--- src/rtl/ft600_tx_arbiter_if.sv ---
// Producer-side byte handshake, ring write port and pointer exchange for ft600_tx_arbiter.
// The arbiter uses the slave modport; producers and the ft600 core side use master.
interface ft600_tx_arbiter_if #(
  parameter int N_REQ = 2,
  parameter int W     = 4
);
  logic [N_REQ-1:0]   req_valid;
  logic [8*N_REQ-1:0] req_data;
  logic [N_REQ-1:0]   req_last;
  logic [N_REQ-1:0]   req_ready;
  logic [N_REQ-1:0]   grant;
  logic               busy;
  logic               buf_we;
  logic [W-1:0]       buf_addr;
  logic [7:0]         buf_data;
  logic [W-1:0]       tx_buf_send;
  logic [W-1:0]       tx_buf_sent;
  logic               dbg_state;

  modport slave (
    input  req_valid, req_data, req_last, tx_buf_sent,
    output req_ready, grant, busy, buf_we, buf_addr, buf_data, tx_buf_send, dbg_state
  );

  modport master (
    output req_valid, req_data, req_last, tx_buf_sent,
    input  req_ready, grant, busy, buf_we, buf_addr, buf_data, tx_buf_send, dbg_state
  );
endinterface

--- src/rtl/ft600_tx_arbiter.sv ---
// Round-robin arbiter sharing the FT600 TX ring between byte producers; writes accepted
// bytes into the ring and publishes the write pointer once the byte is stored.
module ft600_tx_arbiter #(
  parameter int N_REQ           = 2,
  parameter int TX_BUFFER       = 16,
  parameter int TX_BUFFER_WIDTH = $clog2(TX_BUFFER),
  parameter int MAX_BURST       = 8
) (
  input  logic              clk,
  input  logic              rst,
  ft600_tx_arbiter_if.slave bus
);
  localparam int W  = TX_BUFFER_WIDTH;
  localparam int OW = (N_REQ > 1) ? $clog2(N_REQ) : 1;
  localparam int BW = $clog2(MAX_BURST + 1);
  localparam logic [W-1:0] PTR_MASK = W'(TX_BUFFER - 1);

  typedef enum logic {S_IDLE = 1'b0, S_GRANT = 1'b1} state_t;

  state_t           state_q, state_d;
  logic [N_REQ-1:0] grant_q, grant_d;
  logic [OW-1:0]    owner_q, owner_d;
  logic [BW-1:0]    burst_q, burst_d;
  logic [W-1:0]     wr_ptr_q, send_q, buf_addr_q;
  logic [7:0]       buf_data_q;
  logic             buf_we_q;

  logic             full, xfer, stall, release_now, any_valid, found;
  logic             owner_valid, owner_last;
  logic [7:0]       owner_data;
  logic [OW-1:0]    sel, cand;

  // Handshake: a byte moves at a posedge where req_valid[i] & req_ready[i] are both 1.
  // req_ready depends only on registered state and tx_buf_sent, never on req_valid.
  assign full        = ((wr_ptr_q + W'(1)) & PTR_MASK) == bus.tx_buf_sent;
  assign owner_valid = bus.req_valid[owner_q];
  assign owner_last  = bus.req_last[owner_q];
  assign owner_data  = bus.req_data[int'(owner_q)*8 +: 8];
  assign any_valid   = |bus.req_valid;
  assign xfer        = (state_q == S_GRANT) && owner_valid && !full;
  assign stall       = (state_q == S_GRANT) && !owner_valid && !full;
  assign release_now = stall || (xfer && (owner_last || burst_q == BW'(MAX_BURST - 1)));

  // Rotating priority: first valid requester after the previous owner.
  always_comb begin
    sel   = owner_q;
    found = 1'b0;
    cand  = '0;
    for (int k = 1; k <= N_REQ; k++) begin
      cand = OW'((int'(owner_q) + k) % N_REQ);
      if (!found && bus.req_valid[cand]) begin
        sel   = cand;
        found = 1'b1;
      end
    end
  end

  always_ff @(posedge clk) begin
    if (!rst) begin
      state_q    <= S_IDLE;
      grant_q    <= '0;
      owner_q    <= OW'(N_REQ - 1);
      burst_q    <= '0;
      wr_ptr_q   <= '0;
      send_q     <= '0;
      buf_we_q   <= 1'b0;
      buf_addr_q <= '0;
      buf_data_q <= '0;
    end else begin
      state_q  <= state_d;
      grant_q  <= grant_d;
      owner_q  <= owner_d;
      burst_q  <= burst_d;
      buf_we_q <= xfer;
      // Pointer publish lags the ring write by one cycle so the byte lands first.
      send_q   <= wr_ptr_q;
      if (xfer) begin
        buf_addr_q <= wr_ptr_q;
        buf_data_q <= owner_data;
        wr_ptr_q   <= (wr_ptr_q + W'(1)) & PTR_MASK;
      end
    end
  end

  always_comb begin
    state_d = state_q;
    grant_d = grant_q;
    owner_d = owner_q;
    burst_d = burst_q;
    case (state_q)
      S_IDLE: begin
        if (any_valid) begin
          state_d = S_GRANT;
          grant_d = {{(N_REQ-1){1'b0}}, 1'b1} << sel;
          owner_d = sel;
          burst_d = '0;
        end
      end
      S_GRANT: begin
        if (xfer) burst_d = burst_q + BW'(1);
        if (release_now) begin
          state_d = S_IDLE;
          grant_d = '0;
        end
      end
      default: begin
        state_d = S_IDLE;
        grant_d = '0;
      end
    endcase
  end

  always_comb begin
    bus.req_ready   = (state_q == S_GRANT) ? (grant_q & {N_REQ{!full}}) : '0;
    bus.grant       = grant_q;
    bus.busy        = (state_q == S_GRANT);
    bus.dbg_state   = state_q;
    bus.buf_we      = buf_we_q;
    bus.buf_addr    = buf_addr_q;
    bus.buf_data    = buf_data_q;
    bus.tx_buf_send = send_q;
  end
endmodule

--- src/flat_wrapper.sv ---
// flat-port wrapper written by rule: the top's interface ports become plain ports
module ft600_tx_arbiter_flat 
#(
  parameter int N_REQ           = 2,
  parameter int TX_BUFFER       = 16,
  parameter int TX_BUFFER_WIDTH = $clog2(TX_BUFFER),
  parameter int MAX_BURST       = 8
)
  (clk, rst, bus_req_valid, bus_req_data, bus_req_last, bus_tx_buf_sent, bus_req_ready, bus_grant, bus_busy, bus_buf_we, bus_buf_addr, bus_buf_data, bus_tx_buf_send, bus_dbg_state);
  ft600_tx_arbiter_if #(.N_REQ(N_REQ), .W(4)) bus_i ();
  input  logic clk;
  input  logic rst;
  input wire logic [$bits(bus_i.req_valid)-1:0] bus_req_valid;
  input wire logic [$bits(bus_i.req_data)-1:0] bus_req_data;
  input wire logic [$bits(bus_i.req_last)-1:0] bus_req_last;
  input wire logic [$bits(bus_i.tx_buf_sent)-1:0] bus_tx_buf_sent;
  output wire logic [$bits(bus_i.req_ready)-1:0] bus_req_ready;
  output wire logic [$bits(bus_i.grant)-1:0] bus_grant;
  output wire logic [$bits(bus_i.busy)-1:0] bus_busy;
  output wire logic [$bits(bus_i.buf_we)-1:0] bus_buf_we;
  output wire logic [$bits(bus_i.buf_addr)-1:0] bus_buf_addr;
  output wire logic [$bits(bus_i.buf_data)-1:0] bus_buf_data;
  output wire logic [$bits(bus_i.tx_buf_send)-1:0] bus_tx_buf_send;
  output wire logic [$bits(bus_i.dbg_state)-1:0] bus_dbg_state;
  assign bus_i.req_valid = bus_req_valid;
  assign bus_i.req_data = bus_req_data;
  assign bus_i.req_last = bus_req_last;
  assign bus_i.tx_buf_sent = bus_tx_buf_sent;
  assign bus_req_ready = bus_i.req_ready;
  assign bus_grant = bus_i.grant;
  assign bus_busy = bus_i.busy;
  assign bus_buf_we = bus_i.buf_we;
  assign bus_buf_addr = bus_i.buf_addr;
  assign bus_buf_data = bus_i.buf_data;
  assign bus_tx_buf_send = bus_i.tx_buf_send;
  assign bus_dbg_state = bus_i.dbg_state;
  ft600_tx_arbiter #(.N_REQ(N_REQ), .TX_BUFFER(TX_BUFFER), .TX_BUFFER_WIDTH(TX_BUFFER_WIDTH), .MAX_BURST(MAX_BURST)) u_core (.clk(clk), .rst(rst), .bus(bus_i));
endmodule
--- config.mk ---
export PLATFORM = sky130hd
export DESIGN_NAME = ft600_tx_arbiter_flat
export DESIGN_NICKNAME = d
export VERILOG_FILES = /design/src/rtl/ft600_tx_arbiter_if.sv /design/src/rtl/ft600_tx_arbiter.sv /design/src/flat_wrapper.sv
export SDC_FILE = /design/constraint.sdc
export NUM_CORES = 1
export LEC_CHECK = 0
export BUFFER_PORTS_ARGS = -buffer_cell sky130_fd_sc_hd__buf_2
export CAP_MARGIN = 25
export CORE_MARGIN = 4
export CORE_UTILIZATION = 43
export DETAILED_ROUTE_END_ITERATION = 12
export PLACE_DENSITY = 0.74
export SLEW_MARGIN = 10
export SYNTH_ARGS = -nofsm -noshare
export SYNTH_HDL_FRONTEND = slang
export SYNTH_SLANG_ARGS = --single-unit
export TNS_END_PERCENT = 10
--- constraint.sdc ---
create_clock -name clk -period 1.9 [get_ports clk]
set_clock_uncertainty 0.2 [all_clocks]
set_input_delay 0 -clock clk [delete_from_list [all_inputs] [get_ports clk]]
set_output_delay 0 -clock clk [all_outputs]
set_load 0.02 [all_outputs]
==> results of run 1 <==
where the power goes:
group	internal (W)	total, W	switching (W)
Combinational	0.000173	0.000343	0.000170
Clock	0.000141	0.000343	0.000202
Sequential	0.000641	0.000664	0.0000232
worst register-to-register path, delay by kind of cell, from the launching register on:
kind | cells | cell delay, ps
compound gates | 1 | 300
xor+xnor | 1 | 120
fa+ha+maj | 1 | 280
flops | 1 | 370
mux | 1 | 310
simple gates | 2 | 210
kinds of logic after synthesis:
family,share of synthesized area (%)
flip-flops,45.54
buffers and inverters,5.396
AO/OA/AOI/OAI,14.62
AND/OR/NAND/NOR,17.66
multiplexers,9.617
adder cells (fa/ha/maj),1.962
XOR/XNOR,5.202
worst paths after layout:
| check | start | endpoint | slack [ps] | cells after the start |
|---|---|---|---|---|
| min | bus_tx_buf_sent[1] | u_core.bus.busy$_SDFF_PN0_ | 190 | 6 |
| min reg2reg | u_core.bus.buf_addr[0]$_SDFFE_PN0P_ | u_core.bus.buf_addr[0]$_SDFFE_PN0P_ | 260 | 2 |
| max | u_core.wr_ptr_q[0]$_SDFFE_PN0P_ | u_core.burst_q[3]$_SDFFE_PN0P_ | -6 | 6 |
| max reg2reg | u_core.wr_ptr_q[0]$_SDFFE_PN0P_ | u_core.burst_q[3]$_SDFFE_PN0P_ | -6 | 6 |
cells in the mapped netlist:
| master | n |
|---|---|
| o21a_1 | 1 |
| buf_4 | 2 |
| a41o_1 | 2 |
| mux2_2 | 2 |
| nand3b_1 | 1 |
| nor3_1 | 1 |
| o21ai_1 | 1 |
| nand2_1 | 18 |
| a211oi_1 | 8 |
| nand3_1 | 5 |
| ha_1 | 2 |
| nand4_1 | 1 |
| xor2_1 | 2 |
| clkbuf_1 | 4 |
| o32ai_1 | 1 |
| o311a_1 | 1 |
| o21bai_1 | 1 |
| or4b_1 | 1 |
| buf_1 | 1 |
| inv_1 | 5 |
| a31o_2 | 2 |
| a21oi_1 | 2 |
| buf_6 | 1 |
| nor2b_1 | 1 |
| nand2b_1 | 1 |
| dfxtp_1 | 29 |
| and2_1 | 4 |
| o211a_1 | 1 |
| buf_2 | 1 |
| o21ai_0 | 6 |
| and3_1 | 1 |
| xnor2_1 | 3 |
| xnor3_1 | 1 |
| nor2_1 | 14 |
| nor3b_1 | 1 |
| mux2i_1 | 10 |
registers in the layout (all words and copies together) (netlist names):
register / count
u_core.owner_q: 1
u_core.wr_ptr_q: 4
u_core.bus.buf_addr: 4
u_core.bus.grant: 2
u_core.bus.tx_buf_send: 4
u_core.bus.buf_data: 8
u_core.bus.buf_we: 1
u_core.bus.busy: 1
u_core.burst_q: 4
per-layer routing:
metal  track usage (%)  up-vias
met2             31.42       37
met3             6.115        2
met5                 0        -
met1             18.77      558
li1                  -      633
met4             6.336        0
per-stage QoR:
stage	hold WS, ps	std cells	TNS [ps]	worst slack, ps
after floorplan	-55.03	138	0	9.969
final	193.9	247	-6.074	-6.074
after global routing	227.6	247	-561.8	-73.48
after detailed placement	98.46	216	-309.6	-52.18
after CTS	142.3	246	0	1.848
after global placement	73.15	216	0	12.83
layout make-up:
class	count	share of cell area, %
Clock buffer	6	2.139
Clock inverter	2	0.5185
Inverter	5	0.9721
Multi-Input combinational cell	95	35.58
Sequential cell	29	30.33
Tap cell	31	2.009
Timing Repair Buffer	79	28.45
repair_timing:
action	4_1_cts	5_1_grt
hold endpoints to repair	25	0
hold buffers	21	0
resized for setup	9	9
setup endpoints to repair	15	18
pin swaps	7	8
buffers inserted	1	1
==> run_results.csv, run 1 <==
group,metric,value,unit
yosys,avgSynthCellArea,9.239,µm²
critical_path,worst_setup_path_start_kind,"flop",
sta,period_share,100.3,%
yosys,synth_area,1275,µm²
job,maxCapViolCount,0,
floorplanning,fp-row-count,19,
clock_tree,cts_buffers,5,
cells_and_area,layout_commonest_cell,"buf_2",
power,total_power,0.001350,W
cells_and_area,multi_input_area,686.9,µm²
grt,grt_usage,17.48,%
cells_and_area,area_growth,51.42,%
clock_tree,cts_tree,"done",
critical_path,crit_path_top_delay_cell,"dfxtp_4",
critical_path,crit_arrival,1910,ps
clock_tree,clockRootBuffer,"clkbuf_4",
floorplanning,start_util,45.45,%
clock_tree,clk_pin_slew_worst_paths,90,ps
sta,worst_pin_slew,732.2,ps
cells_and_area,diodes,0,
cells_and_area,nets,243,
cells_and_area,most-common-layout-cells,"buf_2 (46), dfxtp_1 (27), dlygate4sd3_1 (21)",
yosys,ys_types,36,
grt,grt_pass1_vias,1310,
critical_path,crit_required,1900,ps
power,power_density,699.0,nW/µm²
clock_tree,h-tree-depth,2,
routing,final_antenna_net_count,0,
sta,fmaxAchievable,524.6,MHz
cells_and_area,fillers,232,
routing,vias,1230,
worst_hold_path,hp-class,"primary input to flop",
sta,relSlewSlack,51.09,%
critical_path,crit_buf_inv,0,
sta,rsz0062_at_grt,"true",
sta,fin_crit,1906,ps
clock_tree,clkLatencyLatePin,320,ps
routing,wl_met3,213,µm
critical_path,end_kind,"flop",
critical_path,cp_top_family,"flip-flops",
grt,grt_max_degree,22,
floorplanning,dieArea,3900,µm²
cells_and_area,regArea,585.6,µm²
floorplanning,die_h,62.45,µm
cells_and_area,final_util,68.82,%
floorplanning,core,2805,µm²
sta,finalHoldViolCount,0,
placement,dpl-instance-area,1580,µm²
yosys,syn-num-nets,166,
grt,grt_pass1_wl,5582,µm
yosys,synth_warnings,0,
clock_tree,cts_sinks,29,
power,power_leakage,0.9765,nW
routing,drt_iter0_drc,74,
routing,post_drt_wl_per_cell,12.99,µm
routing,via_per_inst,4.980,
routing,dr.pass1.iters,4,
critical_path,path_class,"flop to flop",
placement,dp_hpwl,2091,µm
routing,wl_met1,1330,µm
yosys,ys_ff_latch,29,
routing,drc,0,
placement,place.gp.congestion,0.7240,
critical_path,worstPathMaxFanout,7,
sta,finalMaxSlewViolations,0,
placement,portBuffers,48,
routing,route.met2.wl,1656,µm
routing,drt_wl_total,3209,µm
routing,highest_layer,"met4",
grt,antenna_found_initial,0,
grt,globalRouteOverflowTotal,0,
yosys,yosys-top-cells-area,"dfxtp_1 (46%), mux2i_1 (7.9%), nand2_1 (5.3%)",
status,status,"finished, violations left",
cells_and_area,drive_above_1_share,37.50,%
critical_path,cpPeakStageDelay,370,ps
clock_tree,ctsLongestPathBuffers,2,
power,ir_worst_vdd,0.5190,mV
sta,setup_viol,1,
sta,fin_ws,-6.074,ps
cells_and_area,fin_area,1931,µm²
floorplanning,ios,49,
yosys,ys_seq_area_share,45.53,%
yosys,synth_top_area_cell,"dfxtp_1",
yosys,netlist_instances,138,
status,violations,"negative setup slack",
critical_path,path_cells,"ha_4 > xnor2_2 > nand3_2 > o211a_4 > nand4_1 > mux2_4",
yosys,synth_top_area_share,45.53,%
floorplanning,dieWidth,62.45,µm
No activity file was read; power rests on OpenSTA's default activity.
==> run 2: changes to the inputs <==
--- a/config.mk
+++ b/config.mk
@@ -11,6 +11,8 @@
 export CORE_UTILIZATION = 43
 export DETAILED_ROUTE_END_ITERATION = 12
 export PLACE_DENSITY = 0.74
+export RECOVER_POWER = 25
+export SKIP_LAST_GASP = 1
 export SLEW_MARGIN = 10
 export SYNTH_ARGS = -nofsm -noshare
 export SYNTH_HDL_FRONTEND = slang
==> run_results.csv, run 2 (synthesis gave the netlist of run 1 again) <==
group,metric,value,unit
status,status,"finished, violations left",
status,violations,"negative setup slack",
placement,portBuffers,48,
routing,drt_iter0_drc,68,
grt,grt_pass1_vias,1310,
placement,dp_hpwl,2091,µm
clock_tree,cts_buffers,5,
cells_and_area,diodes,0,
clock_tree,h-tree-depth,2,
clock_tree,clockRootBuffer,"clkbuf_4",
cells_and_area,layout_commonest_cell,"buf_2",
floorplanning,ios,49,
grt,grt_usage,17.48,%
sta,finalMaxSlewViolations,0,
sta,fin_ws,-7.824,ps
cells_and_area,area_growth,50.64,%
sta,rsz0062_at_grt,"true",
floorplanning,dieWidth,62.45,µm
grt,grt_pass1_wl,5582,µm
clock_tree,clk_pin_slew_worst_paths,90,ps
worst_hold_path,hp-class,"primary input to flop",
critical_path,worstPathMaxFanout,7,
sta,worst_pin_slew,723.5,ps
cells_and_area,most-common-layout-cells,"buf_2 (40), dfxtp_1 (27), dlygate4sd3_1 (21)",
sta,period_share,100.4,%
clock_tree,cts_tree,"done",
critical_path,path_class,"flop to flop",
placement,place.gp.congestion,0.7240,
critical_path,crit_required,1900,ps
routing,drt_wl_total,3217,µm
sta,setup_viol,1,
placement,dpl-instance-area,1580,µm²
floorplanning,fp-row-count,19,
clock_tree,ctsLongestPathBuffers,2,
cells_and_area,drive_above_1_share,34.26,%
job,maxCapViolCount,0,
critical_path,end_kind,"flop",
floorplanning,start_util,45.45,%
cells_and_area,fin_area,1921,µm²
clock_tree,cts_sinks,29,
floorplanning,die_h,62.45,µm
grt,antenna_found_initial,0,
sta,finalHoldViolCount,0,
grt,globalRouteOverflowTotal,0,
critical_path,crit_arrival,1910,ps
cells_and_area,largest_reg_flops,8,
floorplanning,dieArea,3900,µm²
floorplanning,core,2805,µm²
sta,fmaxAchievable,524.2,MHz
routing,post_drt_wl_per_cell,13.02,µm
power,power_leakage,0.9499,nW
critical_path,worst_setup_path_start_kind,"flop",
grt,grt_max_degree,22,
power,power_density,701.8,nW/µm²
routing,final_antenna_net_count,0,
sta,fin_crit,1908,ps
sta,relSlewSlack,51.67,%
power,ir_worst_vdd,0.5204,mV
critical_path,r2r_slack,-8,ps
routing,drc,0,
cells_and_area,final_util,68.47,%
clock_tree,clkLatencyLatePin,320,ps
routing,dr.pass1.iters,4,
routing,vias,1233,
routing,via_per_inst,4.992,
cells_and_area,nets,243,
## run 2: changes by cell type in the layout (fill, tap and decap cells not counted), sizes merged
cell and delta:
buf -6, clkbuf +6
## run 2: path summary, 6_finish.rpt
kind / end / cells after the start / from
setup reg to reg: u_core.burst_q[3]$_SDFFE_PN0P_ / 6 / u_core.wr_ptr_q[0]$_SDFFE_PN0P_
hold reg to reg: u_core.bus.buf_addr[0]$_SDFFE_PN0P_ / 2 / u_core.bus.buf_addr[0]$_SDFFE_PN0P_
setup / recovery: u_core.burst_q[3]$_SDFFE_PN0P_ / 6 / u_core.wr_ptr_q[0]$_SDFFE_PN0P_
hold / removal: u_core.bus.busy$_SDFF_PN0_ / 6 / bus_tx_buf_sent[1]
## run 2: final cells by class
cell class	instances	area (µm²)
clock buffer	6	41.29
clock inverter	2	10.01
fill	233	884.6
inverter	5	18.77
multi-input combinational	95	684.4
sequential	29	585.6
tap	31	38.79
timing repair buffer	79	541.8
## run 2: what timing repair did
action | 4_1_cts | 5_1_grt
endpoints found under the hold margin | 25 | 0
hold buffers | 21 | 0
buffers inserted | 1 | 1
pin swaps | 7 | 8
gates resized for setup | 9 | 8
endpoints found under the setup margin | 15 | 18
## run 2: routing by layer
metal / global-route usage (%) / wire [µm] / up-vias
met5: 0 / 0 / -
met3: 6.115 / 223 / 2
li1: - / - / 634
met4: 6.336 / 8 / 0
met2: 31.42 / 1653 / 37
met1: 18.77 / 1332 / 560
## run 2: worst max-delay path: stages (launching register included)
cell     delay, ps
dfxtp_4        370
ha_4           280
xnor2_2        120
nand3_2        110
o211a_4        300
nand4_1        100
mux2_4         310
## run 2: through the flow
step | setup TNS, ps | setup WS, ps | instances | hold WS [ps] | power [W]
floorplan | 0 | 9.969 | 138 | -55.03 | 0.0008511
global placement | 0 | 12.83 | 216 | 73.15 | 0.0009289
detailed placement | -309.6 | -52.18 | 216 | 98.46 | 0.0009381
CTS | 0 | 1.848 | 246 | 142.3 | 0.001345
global route | -579.5 | -73.48 | 247 | 227.6 | 0.001425
finish | -7.824 | -7.824 | 247 | 197.4 | 0.001348
## run 2: where the power goes
group | switching (W) | internal (W)
clock | 0.000202 | 0.000141
combinational | 0.000170 | 0.000171
sequential | 0.0000230 | 0.000641
